===== config.mk =====
export PLATFORM = sky130hd
export DESIGN_NAME = length_entry_ctrl
export DESIGN_NICKNAME = d
export VERILOG_FILES = /design/src/rtl/length_entry_ctrl.sv
export SDC_FILE = /design/constraint.sdc
export NUM_CORES = 1
export LEC_CHECK = 0
export ABC_CLOCK_PERIOD_IN_PS = 3300
export BUFFER_PORTS_ARGS = -buffer_cell sky130_fd_sc_hd__buf_2
export CAP_MARGIN = 0
export CORE_ASPECT_RATIO = 0.75
export CORE_MARGIN = 2
export CORE_UTILIZATION = 54
export DETAILED_ROUTE_END_ITERATION = 16
export PLACE_DENSITY = 0.83
export SLEW_MARGIN = 40
export SYNTH_ARGS = -nofsm -noshare
export SYNTH_HDL_FRONTEND = slang
export SYNTH_SLANG_ARGS = --single-unit

===== constraint.sdc =====
create_clock -name clk -period 3.3 [get_ports clk]
set_input_delay 0.495 -clock clk [delete_from_list [all_inputs] [get_ports clk]]
set_output_delay 0.495 -clock clk [all_outputs]
set_load 0.05 [all_outputs]

===== src/rtl/length_entry_ctrl.sv =====
// Keypad-driven wire length controller: collects a decimal length, converts it
// to a stepper pulse count, then sequences a feed followed by a cut.
module length_entry_ctrl #(
    parameter int unsigned STEPS_PER_MM = 16,
    parameter int unsigned MAX_DIGITS   = 4
) (
    input  logic        clk,
    input  logic        reset,
    input  logic        key_valid,
    input  logic [3:0]  key_num,
    input  logic        motor_done,
    input  logic        cut_done,
    output logic [13:0] entry_val,
    output logic [13:0] length_mm,
    output logic [31:0] motor_steps,
    output logic        motor_start,
    output logic        motor_abort,
    output logic        cut_req,
    output logic        busy,
    output logic        locked,
    output logic        err
);

    localparam logic [3:0] K_STOP = 4'd10;
    localparam logic [3:0] K_GO   = 4'd11;
    localparam logic [3:0] K_LOCK = 4'd12;
    localparam logic [3:0] K_ENT  = 4'd13;
    localparam logic [3:0] K_ESC  = 4'd14;
    localparam logic [3:0] K_PWR  = 4'd15;

    localparam logic [2:0] COUNT_MAX = 3'(MAX_DIGITS);

    typedef enum logic [1:0] {
        ST_IDLE = 2'd0,
        ST_FEED = 2'd1,
        ST_CUT  = 2'd2
    } state_t;

    state_t      state_q;
    logic [13:0] entry_q;
    logic [13:0] length_q;
    logic [31:0] steps_q;
    logic [2:0]  count_q;
    logic        start_q;
    logic        abort_q;
    logic        cut_q;
    logic        locked_q;
    logic        err_q;

    logic [13:0] entry_d;
    logic [31:0] steps_d;
    logic        key_pwr;
    logic        key_stop;
    logic        key_digit;

    // Next typed value and feed step count; widths cover 9999 * 262143 without overflow.
    always_comb begin
        entry_d   = entry_q * 14'd10 + {10'd0, key_num};
        steps_d   = 32'(length_q) * 32'(STEPS_PER_MM);
        key_pwr   = key_valid && (key_num == K_PWR);
        key_stop  = key_valid && (key_num == K_STOP);
        key_digit = key_valid && (key_num <= 4'd9);
    end

    // Main controller: PWR beats everything, STOP beats the done pulses.
    always_ff @(posedge clk) begin
        if (reset) begin
            state_q  <= ST_IDLE;
            entry_q  <= '0;
            length_q <= '0;
            steps_q  <= '0;
            count_q  <= '0;
            start_q  <= 1'b0;
            abort_q  <= 1'b0;
            cut_q    <= 1'b0;
            locked_q <= 1'b0;
            err_q    <= 1'b0;
        end else begin
            start_q <= 1'b0;
            abort_q <= 1'b0;
            err_q   <= 1'b0;
            if (key_pwr) begin
                // Soft power cycle; only an active feed/cut needs the abort pulse.
                state_q  <= ST_IDLE;
                entry_q  <= '0;
                length_q <= '0;
                steps_q  <= '0;
                count_q  <= '0;
                cut_q    <= 1'b0;
                locked_q <= 1'b0;
                abort_q  <= (state_q != ST_IDLE);
            end else begin
                case (state_q)
                    ST_IDLE: begin
                        if (key_valid && key_num == K_LOCK) begin
                            locked_q <= ~locked_q;
                        end else if (key_valid && !locked_q) begin
                            if (key_digit) begin
                                if (count_q < COUNT_MAX) begin
                                    entry_q <= entry_d;
                                    count_q <= count_q + 3'd1;
                                end
                            end else if (key_num == K_ESC) begin
                                entry_q <= '0;
                                count_q <= '0;
                            end else if (key_num == K_ENT) begin
                                length_q <= entry_q;
                                entry_q  <= '0;
                                count_q  <= '0;
                            end else if (key_num == K_GO) begin
                                if (length_q == '0) begin
                                    err_q <= 1'b1;
                                end else begin
                                    steps_q <= steps_d;
                                    start_q <= 1'b1;
                                    state_q <= ST_FEED;
                                end
                            end
                        end
                    end
                    ST_FEED: begin
                        if (key_stop) begin
                            state_q <= ST_IDLE;
                            cut_q   <= 1'b0;
                            abort_q <= 1'b1;
                        end else if (motor_done) begin
                            state_q <= ST_CUT;
                            cut_q   <= 1'b1;
                        end
                    end
                    ST_CUT: begin
                        if (key_stop) begin
                            state_q <= ST_IDLE;
                            cut_q   <= 1'b0;
                            abort_q <= 1'b1;
                        end else if (cut_done) begin
                            state_q <= ST_IDLE;
                            cut_q   <= 1'b0;
                        end
                    end
                    default: begin
                        state_q <= ST_IDLE;
                        cut_q   <= 1'b0;
                    end
                endcase
            end
        end
    end

    assign entry_val   = entry_q;
    assign length_mm   = length_q;
    assign motor_steps = steps_q;
    assign motor_start = start_q;
    assign motor_abort = abort_q;
    assign cut_req     = cut_q;
    assign busy        = (state_q != ST_IDLE);
    assign locked      = locked_q;
    assign err         = err_q;

endmodule


======== After elaboration in Yosys (flattened, before gate mapping) ========
Index checks and enable logic that the tools add are counted.
W data, S select, Z words.
cells by class
  mux-type cells .......................... 30
  reduce and logical (&&, ||, !) cells .... 19
  $mul .................................... 1
  equal/unequal tests ..................... 18
  $lt $le $gt $ge ......................... 2
  add/sub/neg operators ................... 2
  bitwise gates (word level) .............. 9
operator list
  cell                     count
  $mux W14                 4
  $eq A4 B4 Y1 const B     6
  $mux W2                  11
  $add A14 B4 Y14          1
  $logic_not A14 Y1        1
  $mul A14 B3 Y13 const B  1
  $ne A2 B2 Y1 const B     7
  $mux W3                  4
  $mux W1                  9
  $not A1 Y1               9
  $reduce_and A9 Y1        1
  $reduce_or A9 Y1         1
  $reduce_and A8 Y1        1
  $ne A3 B3 Y1 const B     2
  $pmux W2 S3              1
  $reduce_and A6 Y1        1
  $logic_and A1 B1 Y1      5
  $reduce_and A5 Y1        1
  $le A4 B4 Y1 const B     1
  $reduce_or A2 Y1         2
  $add A3 B1 Y3 const B    1
  $lt A3 B3 Y1 const B     1
  $pmux W1 S3              1
  $reduce_and A3 Y1        1
  8 further kinds          8
storage, ports and cells
  output and inout port bits .............. 66
  register bits ........................... 52
  word-level logic and storage cells ...... 91
  input port bits ......................... 9

======== Depth between registers and ports, before layout ========
Gate-level depths: netlist of the first run.
  depth in word-level cells ............... 9
  mapped depth ............................ 10
  gate-level depth less buffers ........... 10

======== Least setup slack after synthesis of the first run ========
No wires, ideal clock.
  path type ............................... reg-to-reg
  start ................................... reg entry_q[1] (netlist: entry_val[1])
  end ..................................... reg entry_q[13] (netlist: entry_val[13])
  arrival time ............................ 2.923 ns
  stages on the path, launching flop included .. 11
  buffers on the path ..................... 0
  setup time .............................. 0.117 ns
  setup slack ............................. 0.260 ns
  period minus slack after synthesis ...... 3.040 ns
  data required time ...................... 3.183 ns
  cells stage by stage .................... dfxtp_1 -> ha_1 -> ha_1 -> fa_1 -> a21o_1 -> a21oi_1 -> xor2_1 -> nor3_1 -> nand4_1 -> xor2_1 -> a22o_1
on the way
  word-level cells in the longest chain between the ends .. 4
ends and longest elaborated chain
  what                    RTL line  source
  from (decl)             40        logic [13:0] entry_q;
  from (signal assigned)  100       entry_q <= entry_d;
  $mul A14 B3 Y13         58        entry_d = entry_q * 14'd10 + {10'd0, key_num};
  $add A14 B4 Y14         58
  $mux W14                99        if (count_q < COUNT_MAX) begin
  $mux W14                98        if (key_digit) begin
Every way passes these cells. The select of a mux whose other input is x is not followed.
A chain may end at the register's enable or synchronous reset.

======== Final worst setup path of the first run ========
Same ends and word-level chain as after synthesis.

==> results of run 1 <==
[cell type report]
| cell class | count | area, um2 | area share |
|---|---|---|---|
| Clock buffer | 7 | 86.3 | 0.0251 |
| Clock inverter | 1 | 7.51 | 0.00218 |
| Inverter | 8 | 30.0 | 0.00872 |
| Multi-Input combinational cell | 268 | 1870 | 0.544 |
| Sequential cell | 52 | 1040 | 0.302 |
| Tap cell | 75 | 93.8 | 0.0273 |
| Timing Repair Buffer | 60 | 310 | 0.0901 |
[synthesized netlist by cell type, types with 2 or more instances]
library cell   n
fa_1           2
xor2_1        11
nand3_2        2
a221oi_2       2
buf_6          2
nor3_1         7
mux2i_1       30
xnor2_1       10
and3_1         2
buf_4         20
buf_1          2
nor2_1        51
o21ai_0        7
a21o_1         4
a22oi_1        4
a22o_1         4
a21oi_1       18
nor4_1         3
nand4_1        4
nor2b_1        8
dfxtp_1       52
nand2_1       15
ha_1          26
nand2b_1       5
nor3b_1        2
inv_1          8
clkbuf_1       5
nand3_1       12
[power groups by stage]
stage,sequential [W],clock (W),combinational [W]
floorplan,0.000651,0,0.000115
global placement,0.000646,0,0.000122
detailed placement,0.000646,0,0.000125
CTS,0.000632,0.000382,0.000126
global route,0.000632,0.000406,0.000136
finish,0.000632,0.000378,0.000127
[flip-flops by register name, indices dropped and copies added (netlist names)]
| register | count |
|---|---|
| locked | 1 |
| count_q | 3 |
| err | 1 |
| entry_val | 14 |
| motor_steps | 14 |
| cut_req | 1 |
| motor_start | 1 |
| length_mm | 14 |
| motor_abort | 1 |
| state_q | 2 |
[per-stage QoR]
stage               worst slack (ps)  cells  hold WS [ps]
floorplan                        260    359           436
detailed placement               427    463           464
finish                           425    471           352
global route                     200    471           362
CTS                              429    471           355
global placement                 504    461           442
[cells by family after synthesis]
logic type               Yosys count  share of synthesized area
AO/OA/AOI/OAI                     47                      0.105
XOR/XNOR                          21                     0.0598
adder cells (fa/ha/maj)           28                      0.119
buffers and inverters             39                     0.0776
flip-flops                        52                      0.338
multiplexers                      30                     0.0976
other                              1                    0.00122
AND/OR/NAND/NOR                  124                      0.202
[path summary, 6_finish.rpt]
kind / start / to / slack (ps) / cells after the start
setup / recovery: entry_val[1]$_SDFFE_PP0P_ / entry_val[13]$_SDFFE_PP0P_ / 420 / 10
hold / removal: reset / motor_abort$_SDFF_PP0_ / 350 / 2
setup reg to reg: entry_val[1]$_SDFFE_PP0P_ / entry_val[13]$_SDFFE_PP0P_ / 420 / 10
hold reg to reg: count_q[1]$_SDFFE_PP0P_ / count_q[1]$_SDFFE_PP0P_ / 470 / 2
[critical path, stage by stage, from the launching register on]
cell and delay (ps):
dfxtp_1 460, ha_1 280, ha_1 230, fa_1 400, a21o_1 220, a21oi_1 170, xor2_1 130, nor3_1 390
nand4_1 170, xor2_1 160, a22o_1 180
[per-layer routing]
layer / track usage / part of all wire / vias to the layer above / wire length [um]
met4: 0.0791 / 0.024 / 0 / 163
met5: 0 / 0 / - / 0
li1: - / - / 1259 / -
met2: 0.342 / 0.45 / 97 / 3060
met1: 0.288 / 0.46 / 1189 / 3180
met3: 0.0457 / 0.067 / 19 / 458
==> results.rst, run 1 <==
.. list-table::
   :header-rows: 1

   * - Metric
     - Value
   * - Fraction of final layout cells with drive strength greater than 1
     - 0.202
   * - Post-route standard cell area excluding fillers
     - between 0.003 and 0.004 mm2
   * - Drt first pass iters
     - 4
   * - Sequential element share of the synthesized area
     - 0.338
   * - Initial core utilization
     - 0.569
   * - Count of buffers from port buffering
     - 56
   * - Layout Skew
     - just over 10 ps
   * - Kind of critical path
     - reg -> reg
   * - Grt total ovfl
     - 0
   * - Number of global-route vias before repair
     - approximately 2300
   * - Antenna fix cells
     - 0
   * - DRT Wirelength
     - 6870 um
   * - Commonest register cell after synthesis
     - dfxtp_1
   * - Share of total power in combinational logic
     - 0.112
   * - Global-route total usage across every layer
     - 0.215
   * - Maximum vdd drop
     - between 200 and 250 uV
   * - Total via count in the routed design
     - 2564
   * - Hold Crit Class
     - in -> reg
   * - Cell accounting for the most synthesized area
     - dfxtp_1
   * - Wire length of the first global-routing pass
     - 11000 um
   * - Number of distinct library cells after synthesis
     - 52
   * - Static Leakage
     - ~1.9 nW
   * - Vias/cell
     - 5.44
   * - Post CTS Setup Buffer Count
     - 0
   * - Placement Rows
     - 23
   * - Total power of the final layout
     - roughly 0.0011 W
   * - # hold bufs at CTS
     - 0
   * - First-iteration detailed-routing DRC count
     - 116
   * - DRC errors left
     - 0
   * - Status
     - finished, final reports clean
   * - Synthesized area per cell
     - 9.00 um2
   * - Part of the power in registers
     - 0.555
   * - P&R area growth vs syn
     - 11.8%
   * - HPWL after detailed placement
     - ~5300 um
   * - Biggest fanout along the worst timing path
     - 6
   * - Critical Path AT
     - 3090 ps
   * - Share of the synthesized area in the top cell type
     - 0.338
   * - Leading cell type in the layout, fill and taps excluded
     - buf_2
   * - Sinks on the clock net
     - 52
   * - FMAX
     - around 0.35 GHz
   * - Number of endpoints with negative hold slack in the final report
     - 0
   * - Number of clock buffers inserted by TritonCTS
     - 5
   * - Area inside the core boundary
     - roughly 0.0054 mm2
   * - Cell count after synthesis
     - between 300 and 400
   * - Commonest non-fill, non-tap cells in the layout
     - 56 x buf_2, 52 x dfxtp_1, 51 x nor2_1
   * - Sort of element at the end of the critical path
     - flop
   * - Internal power summed over all cells
     - 0.000826 W
   * - Number of slew-limit violations in the final report
     - 0
   * - Slew at the pin with the worst max-slew slack
     - 595 ps
   * - Sw Ratio
     - 0.274
   * - Flops & latches, synth
     - 52
   * - Worst path required time
     - roughly 3500 ps
   * - Master cell of the clock root buffer
     - clkbuf_8
   * - Post-Route Utilization
     - 0.636
   * - Count of cells resized by post-cts repair
     - 0
   * - Total die area
     - 0.00633 mm2
   * - Min Tclk post-route
     - roughly 2900 ps
   * - Overall die height
     - between 60 and 70 um
   * - H-Tree Depth
     - 2
   * - Final number of setup-violating endpoints
     - 0
   * - Count of boundary I/O pins
     - 75
   * - Number of fill cells in the layout
     - around 450
   * - Largest net degree at the start of global routing
     - 26
   * - Routed len/inst
     - ~15 um
   * - Final nets
     - around 430
   * - Largest buffer count on any clock path
     - 2
   * - Clock-pin slew on the worst setup and hold paths
     - roughly 90 ps
   * - Placed standard-cell area
     - 0.00335 mm2
   * - Post-Route Setup TNS
     - 0 ps
   * - Sw power
     - between 0.0003 and 0.0004 W
   * - Max-Slew Margin vs Limit
     - 0.602
   * - Routability Congestion
     - between 0.8 and 0.9
   * - Fraction of registers with async set/reset
     - 0
   * - Syn. warnings
     - 0
   * - Unrepaired setup endpoints after global routing
     - false
   * - TritonCTS clock tree
     - yes
   * - Post-Synthesis Cell Area
     - 0.00308 mm2
   * - Clock network latency to the later pin of the worst-skew pair
     - just over 300 ps
   * - Worst Setup Start Kind
     - flop
   * - Cell types with the largest area share after synthesis
     - dfxtp_1 34%, ha_1 11%, mux2i_1 9.8%, nor2_1 6.2%, buf_4 4.9%
   * - Ratio of final minimum period to clock period
     - 0.871
   * - MaxCap Viol Count
     - 0
   * - Areal power density over the cells
     - 330 mW/mm2
   * - Number of nets with antenna violations after detailed routing
     - 0
   * - Die extent in x
     - a little over 90 um
   * - Fraction of power consumed by the clock network
     - 0.333
   * - Initial antenna violation count
     - 0
   * - EDFF count, synth
     - 0
Note: power is estimated with default switching activity, not from simulation.
==> inputs of run 2 (changes only) <==
- CELL_PAD_IN_SITES_DETAIL_PLACEMENT: unset -> 0
- CELL_PAD_IN_SITES_GLOBAL_PLACEMENT: unset -> 2
- CORE_UTILIZATION: 54 -> 32
- MAX_ROUTING_LAYER: unset -> met4
- PLACE_DENSITY: 0.83 -> 0.82
==> run 2 against run 1 <==
Against the previous run:
- critical path depth did not move
- first-iteration DRC count is 4.3% higher
- hold slack better by 23 ps
- power up 13%
- critical path type unchanged
- largest cell class unchanged
==> results.rst, run 2 (synthesized netlist as in run 1, its figures left out) <==
.. list-table::
   :header-rows: 1

   * - Metric
     - Value
   * - Status
     - finished, final reports clean
   * - Count of cells resized by post-cts repair
     - 0
   * - Most congested layer reported by global routing
     - met1
   * - Unrepaired setup endpoints after global routing
     - false
   * - Total via count in the routed design
     - ~2500
   * - Biggest fanout along the worst timing path
     - 5
   * - H-Tree Depth
     - 2
   * - Number of endpoints with negative hold slack in the final report
     - 0
   * - Hold Crit Class
     - in -> reg
   * - Die extent in x
     - 117 um
   * - TritonCTS clock tree
     - yes
   * - MaxCap Viol Count
     - 0
   * - Library cell contributing the largest single delay on the critical path
     - fa_1
   * - Sort of element at the end of the critical path
     - flop
   * - Wire length of the first global-routing pass
     - roughly 11000 um
   * - Areal power density over the cells
     - about 360 mW/mm2
   * - Critical Path Stages
     - 10
   * - DRC errors left
     - 0
   * - Drt first pass iters
     - 4
   * - Longest individual stage delay on the worst path
     - approximately 400 ps
   * - Worst hold slack after final layout
     - 375 ps
   * - Max-Slew Margin vs Limit
     - 0.609
   * - DRT Wirelength
     - around 7400 um
   * - Family of cells with the greatest summed delay on the critical path
     - adder cells
   * - FMAX
     - ~0.36 GHz
   * - Number of cells on the worst reg-to-reg path
     - 10
   * - Maximum vdd drop
     - between 200 and 250 uV
   * - Total die area
     - between 0.01 and 0.015 mm2
   * - Final nets
     - around 430
   * - Critical Path AT
     - approximately 3000 ps
   * - Worst Setup Start Kind
     - flop
   * - Largest net degree at the start of global routing
     - 37
   * - Clock network latency to the later pin of the worst-skew pair
     - 290 ps
   * - Number of slew-limit violations in the final report
     - 0
   * - Post-Route Setup TNS
     - 0 ps
   * - Layout Skew
     - 6.46 ps
   * - Buffer and inverter count on the worst path
     - 0
   * - HPWL after detailed placement
     - ~5700 um
   * - Ratio of final minimum period to clock period
     - 0.853
   * - Vias/cell
     - 4.72
   * - Routed len/inst
     - 14.1 um
   * - Min Tclk post-route
     - roughly 2800 ps
   * - Routability Congestion
     - between 0.7 and 0.8
   * - Sinks on the clock net
     - 52
   * - # hold bufs at CTS
     - 0
   * - Number of nets with antenna violations after detailed routing
     - 0
   * - Count of boundary I/O pins
     - between 70 and 80
   * - P&R area growth vs syn
     - 15.8%
   * - Min-Delay Path Depth
     - 2
   * - Placement Rows
     - 30
   * - Slew at the pin with the worst max-slew slack
     - just under 600 ps
   * - Clock-pin slew on the worst setup and hold paths
     - ~70 ps
   * - Static Leakage
     - 1.89 nW
   * - Ordered list of cells on the worst path
     - ha_1 > ha_1 > fa_1 > a21o_1 > a21oi_1 > xor2_1 > nor3_1 > nand4_1 > xor2_1 > a22o_1
   * - Grt total ovfl
     - 0
   * - Initial core utilization
     - 0.335
   * - Largest buffer count on any clock path
     - 2
   * - Final number of setup-violating endpoints
     - 0
   * - Fraction of final layout cells with drive strength greater than 1
     - 0.205
   * - Kind of critical path
     - reg -> reg
   * - Count of buffers from port buffering
     - 56
   * - Antenna fix cells
     - 0
   * - Worst path required time
     - between 3000 and 4000 ps
   * - Met2 GRT Util
     - 0.203
   * - Master cell of the clock root buffer
     - clkbuf_16
   * - Leading cell type in the layout, fill and taps excluded
     - buf_2
   * - Met3 usage
     - 0.0264
   * - Global-route total usage across every layer
     - 0.147
   * - Number of clock buffers inserted by TritonCTS
     - 5
   * - Initial antenna violation count
     - 0
   * - First-iteration detailed-routing DRC count
     - approximately 120
   * - Area inside the core boundary
     - 0.00920 mm2
   * - Post CTS Setup Buffer Count
     - 0
   * - Commonest non-fill, non-tap cells in the layout
     - 56 x buf_2, 52 x dfxtp_1, 51 x nor2_1
   * - Overall die height
     - about 90 um
   * - Number of global-route vias before repair
     - between 2000 and 2500
   * - GR Layer Usage met1
     - 0.220
-- run 2: path summary, 6_finish.rpt --
kind / start / endpoint / slack (ps)
worst max-delay path: entry_val[3]$_SDFFE_PP0P_ / entry_val[13]$_SDFFE_PP0P_ / 490
worst min-delay path: reset / motor_abort$_SDFF_PP0_ / 370
worst max register to register: entry_val[3]$_SDFFE_PP0P_ / entry_val[13]$_SDFFE_PP0P_ / 490
worst min register to register: count_q[1]$_SDFFE_PP0P_ / count_q[1]$_SDFFE_PP0P_ / 460
-- run 2: per-layer routing --
layer	part of all wire	wire, um	up-vias
li1	-	-	1269
met1	0.55	4020	1146
met2	0.41	2990	49
met3	0.038	279	9
met4	0.011	80	0
met5	0	0	-
-- run 2: cell type report --
cell class / count / area [um2]
flip-flops and latches: 52 / 1040
clock inverters: 3 / 25.0
repair buffers: 60 / 310
fillers: 944 / 5630
well taps: 128 / 160
inverters: 8 / 30.0
multi-input cells: 268 / 1870
clock buffers: 5 / 125
-- run 2: worst reg2reg max path: stages (launching register included) --
cell and delay, ps:
dfxtp_1 380, ha_1 250, ha_1 230, fa_1 410, a21o_1 220, a21oi_1 180, xor2_1 120, nor3_1 390
nand4_1 160, xor2_1 160, a22o_1 180
-- run 2: through the flow --
stage	instance area, um2	setup WS (ps)	std cells	util	power, W
CTS	3560	475	524	0.388	0.00130
floorplan	3140	260	359	-	0.000767
global route	3560	331	524	0.388	0.00134
global placement	3410	537	515	0.370	0.000772
detailed placement	3410	483	516	0.371	0.000773
finish	3560	486	524	0.388	0.00129
-- run 2: power by group --
part	internal, W	total [W]	leakage [nW]	switching, W
clock	0.000287	0.000531	0.0708	0.000244
sequential	0.000629	0.000631	0.419	0.00000219
combinational	0.0000252	0.000128	1.40	0.000102
